$ cat src/rtl/elastic_pipeline_register.sv
// Elastic pipeline stage: valid/ready handshake, registered outputs, optional skid entry.
// SKID=1 keeps a second entry so In_Ready can come straight from state (no Out_Ready path);
// SKID=0 holds a single entry and lets In_Ready follow Out_Ready in the same cycle.
module elastic_pipeline_register #(
    parameter int DATA_W = 32,
    parameter int CTRL_W = 1,
    parameter int SKID   = 1
) (
    input  logic              CLK,
    input  logic              RST,
    input  logic              FLUSH,
    input  logic              In_Valid,
    output logic              In_Ready,
    input  logic [CTRL_W-1:0] In_Ctrl,
    input  logic [DATA_W-1:0] In_Data,
    output logic              Out_Valid,
    input  logic              Out_Ready,
    output logic [CTRL_W-1:0] Out_Ctrl,
    output logic [DATA_W-1:0] Out_Data,
    output logic [1:0]        Occupancy
);

    // State encoding doubles as the occupancy count.
    typedef enum logic [1:0] {
        ST_EMPTY = 2'd0,
        ST_BUSY  = 2'd1,
        ST_FULL  = 2'd2
    } state_t;

    state_t            state_q, state_d;
    logic [CTRL_W-1:0] main_ctrl_q, skid_ctrl_q;
    logic [DATA_W-1:0] main_data_q, skid_data_q;

    logic in_fire, out_fire;
    logic ld_main_in, ld_main_skid, ld_skid, clr_main_ctrl;

    assign in_fire  = In_Valid & In_Ready;
    assign out_fire = Out_Valid & Out_Ready;

    // State register; reset wins over flush and traffic.
    always_ff @(posedge CLK) begin
        if (!RST) state_q <= ST_EMPTY;
        else      state_q <= state_d;
    end

    // Next state plus the datapath load strobes for this transition.
    always_comb begin
        state_d       = state_q;
        ld_main_in    = 1'b0;
        ld_main_skid  = 1'b0;
        ld_skid       = 1'b0;
        clr_main_ctrl = 1'b0;
        if (FLUSH) begin
            // Any in_fire this cycle is dropped: no load strobe is raised.
            state_d       = ST_EMPTY;
            clr_main_ctrl = 1'b1;
        end else begin
            case (state_q)
                ST_EMPTY: begin
                    if (in_fire) begin
                        state_d    = ST_BUSY;
                        ld_main_in = 1'b1;
                    end
                end
                ST_BUSY: begin
                    if (in_fire && out_fire) begin
                        ld_main_in = 1'b1;
                    end else if (in_fire) begin
                        // Only reachable with a skid entry; SKID=0 deasserts In_Ready here.
                        if (SKID != 0) begin
                            state_d = ST_FULL;
                            ld_skid = 1'b1;
                        end
                    end else if (out_fire) begin
                        state_d       = ST_EMPTY;
                        clr_main_ctrl = 1'b1;
                    end
                end
                ST_FULL: begin
                    if (out_fire) begin
                        state_d      = ST_BUSY;
                        ld_main_skid = 1'b1;
                    end
                end
                default: begin
                    state_d       = ST_EMPTY;
                    clr_main_ctrl = 1'b1;
                end
            endcase
        end
    end

    // Entry storage; data is left alone when emptying so Out_Data shows the last entry.
    always_ff @(posedge CLK) begin
        if (!RST) begin
            main_ctrl_q <= '0;
            main_data_q <= '0;
            skid_ctrl_q <= '0;
            skid_data_q <= '0;
        end else begin
            if (ld_main_in) begin
                main_ctrl_q <= In_Ctrl;
                main_data_q <= In_Data;
            end else if (ld_main_skid) begin
                main_ctrl_q <= skid_ctrl_q;
                main_data_q <= skid_data_q;
            end else if (clr_main_ctrl) begin
                main_ctrl_q <= '0;
            end
            if (ld_skid) begin
                skid_ctrl_q <= In_Ctrl;
                skid_data_q <= In_Data;
            end else if (FLUSH) begin
                skid_ctrl_q <= '0;
            end
        end
    end

    // Status outputs decoded from state (and Out_Ready for the single-entry variant).
    always_comb begin
        Out_Valid = (state_q != ST_EMPTY);
        Occupancy = state_q;
        if (SKID != 0) In_Ready = (state_q != ST_FULL);
        else           In_Ready = (state_q == ST_EMPTY) | Out_Ready;
    end

    assign Out_Ctrl = main_ctrl_q;
    assign Out_Data = main_data_q;

endmodule

$ cat config.mk
export PLATFORM = sky130hd
export DESIGN_NAME = elastic_pipeline_register
export DESIGN_NICKNAME = d
export VERILOG_FILES = /design/src/rtl/elastic_pipeline_register.sv
export SDC_FILE = /design/constraint.sdc
export NUM_CORES = 1
export LEC_CHECK = 0
export ABC_CLOCK_PERIOD_IN_PS = 2050
export CAP_MARGIN = 20
export CORE_ASPECT_RATIO = 1.25
export CORE_MARGIN = 4
export CORE_UTILIZATION = 48
export DETAILED_ROUTE_END_ITERATION = 7
export HOLD_SLACK_MARGIN = 0.15
export PLACE_DENSITY_LB_ADDON = 0.1
export SKIP_CTS_REPAIR_TIMING = 1
export SLEW_MARGIN = 20
export SYNTH_ARGS = -nofsm -noshare
export SYNTH_HDL_FRONTEND = slang
export SYNTH_SLANG_ARGS = --single-unit
$ cat constraint.sdc
create_clock -name CLK -period 2.05 [get_ports CLK]
set_input_delay 0.41 -clock CLK [delete_from_list [all_inputs] [get_ports CLK]]
set_output_delay 0.41 -clock CLK [all_outputs]
set_load 0.01 [all_outputs]
==> flow_summary.ini <==
[status]
status = completed

[clock_network]
cts.htree.levels = 3
clock_sinks = 68
insertion_delay_ns = 0.33
cts-buffers-inserted = 9
cts_tree = built
root_buffer = clkbuf_8
clock_path_buffers = 2
clk_pin_slew_ns = 0.07

[timing]
slew_headroom_pct = 63.7
skew_ns = 0.00786
hold_viol = 0
fin_crit_ns = 1.91
report.final.slew_viol_count = 0
fmax_mhz = 523
setup_ws_ns = 0.139
worstMarginPinSlew_ns = 0.545
setup_tns_ns = 0
finalCritPeriodShare_pct = 93.2
setup_viol = 0
rsz0062_at_grt = no

[worst_setup_path]
arrival_ns = 1.50
cp_top_family = buffers and inverters
end_kind = primary output
crit_buf_inv = 1
slowest_stage = clkdlybuf4s50_1
critPathLaunchType = flop
cpPeakStageDelay_ns = 0.55
cp_max_fo = 10
cp.required_ns = 1.64
crit_type = reg -> out
cp_cell_sequence = nand2b_4 -> clkdlybuf4s50_1

[power]
power_density_nw_per_um2 = 733
max-vdd-ir-drop_v = 0.000565
p_total_uw = 2810
p_leak_uw = 0.00133

[floorplanning]
coreArea_um2 = 5820
row_count = 31
die_y_um = 94.6
die_area_um2 = 7310
start_util_pct = 49.5
dieWidth_um = 77.3
io_pins = 75

[route]
wl_met3_um = 293
dr.pass1.iters = 4
met2WireLength_um = 3260
routed_wl_um = 6660
drt_iter0_drc = 153
drc_errors = 0
top_layer = met4
wl_met1_um = 3010
wl_per_cell_um = 13.5
ant_nets = 0
num_vias = 2582
routed_via_density = 5.25

[final_layout]
layout_commonest_cell = nand2_1
syn2layout_area_growth_pct = 33.4
final_nets = 460
fin_area_um2 = 3840
final_cell_mix = nand2_1 (131), clkdlybuf4s50_1 (73), dfxtp_1 (66)
drive_gt1_share_pct = 9.39
n_fill_cell = 517
diodes = 0

[grt]
antenna_found_initial = 0
grt_pass1_wl_um = 11600
grt_pass1_vias = 2493
track_usage_pct = 19.6
grt_max_degree = 65
overflow = 0

[yosys]
syn-num-nets = 390
synth-edff-count = 0
ys_warn_count = 0
synth.distinct_cells = 30
syn-cell-area_um2 = 2880
async_reset_ff_share_pct = 0
synth-main-ff-cell = dfxtp_1
synth_top_area_share_pct = 47.3
avgSynthCellArea_um2 = 8.18
ys_seq_area_share_pct = 47.3
ys_ff_latch = 68
netlist_instances = 352
synth_area_leaders = dfxtp_1 (47%), nand2_1 (17%), a31oi_1 (7.0%)
synth.largest_area_cell = dfxtp_1

[place]
dp_hpwl_um = 4270
placed_area_um2 = 3650
port_buffers = 74
dpl_worst_slack_ns = -0.0126
globalplace.congestion = 0.756

[hold_path]
hp-class = reg -> reg

[flow_run]
drv_cap = 0
tightest hold or removal path, delay by kind of cell (launching register included):
kind,cells,cell delay (ns)
AOI/OAI and AO/OA,1,0.05
DFF,1,0.31
and+or+nand+nor,1,0.05
kinds of logic after synthesis:
kind of cell           Yosys count  synth area share [%]
AND/OR/NAND/NOR                147                  21.7
buffers and inverters           30                  7.13
AO/OA/AOI/OAI                  104                  22.8
multiplexers                     3                  1.09
flip-flops                      68                  47.3
worst paths after layout:
check                               start                           end  slack [ns]  cells after the start
max reg2reg     Occupancy[0]$_SDFFE_PP0P_      Out_Data[0]$_SDFFE_PN0P_        0.44                      5
min reg2reg  skid_data_q[15]$_SDFFE_PN0P_  skid_data_q[15]$_SDFFE_PN0P_        0.45                      2
max             Occupancy[0]$_SDFFE_PP0P_                      In_Ready        0.14                      2
min          skid_data_q[15]$_SDFFE_PN0P_  skid_data_q[15]$_SDFFE_PN0P_        0.45                      2
per-layer routing:
metal | up-vias | global-route usage, %
met1 | 1185 | 24.9
met2 | 56 | 31.6
li1 | 1332 | -
met4 | 0 | 9.79
met5 | - | 0
met3 | 9 | 4.10
cell usage after synthesis, types with 2 or more instances:
cell and n:
dfxtp_1 68, o21ai_0 5, clkbuf_1 10, a21boi_0 9
nor3b_2 2, nor2b_1 2, nand2b_4 2, nor2_1 2
a21oi_1 2, buf_4 2, a31oi_1 32, buf_2 8
a211oi_1 2, buf_6 10, o21ai_1 28, nand2_1 131
a21boi_1 23, mux2i_1 2
report_power, final:
part	internal [µW]	total, µW	switching, µW
combinational	216	373	157
sequential	1370	1400	29.5
clock	551	1040	487
stage by stage:
| stage | hold slack [ns] | utilization, % | std cells |
|---|---|---|---|
| final | 0.454 | 66.0 | 492 |
| after detailed placement | 0.445 | 62.8 | 477 |
| after global placement | 0.440 | 62.8 | 477 |
| after global routing | 0.473 | 66.0 | 492 |
| after floorplan | 0.435 | - | 352 |
| after CTS | 0.455 | 65.9 | 492 |
state kept, by name (all words and copies together) (netlist names):
name         cells
Occupancy        2
Out_Ctrl         1
skid_ctrl_q      1
Out_Data        32
skid_data_q     32
final cells by class:
cell class | instances | area, µm² | area share [%]
clock buffer | 10 | 128 | 3.32
clock inverter | 5 | 53.8 | 1.40
multi-input combinational | 254 | 1330 | 34.5
sequential | 68 | 1360 | 35.5
tap | 66 | 82.6 | 2.15
timing repair buffer | 89 | 886 | 23.1
Power figures use the tool's default switching activity.
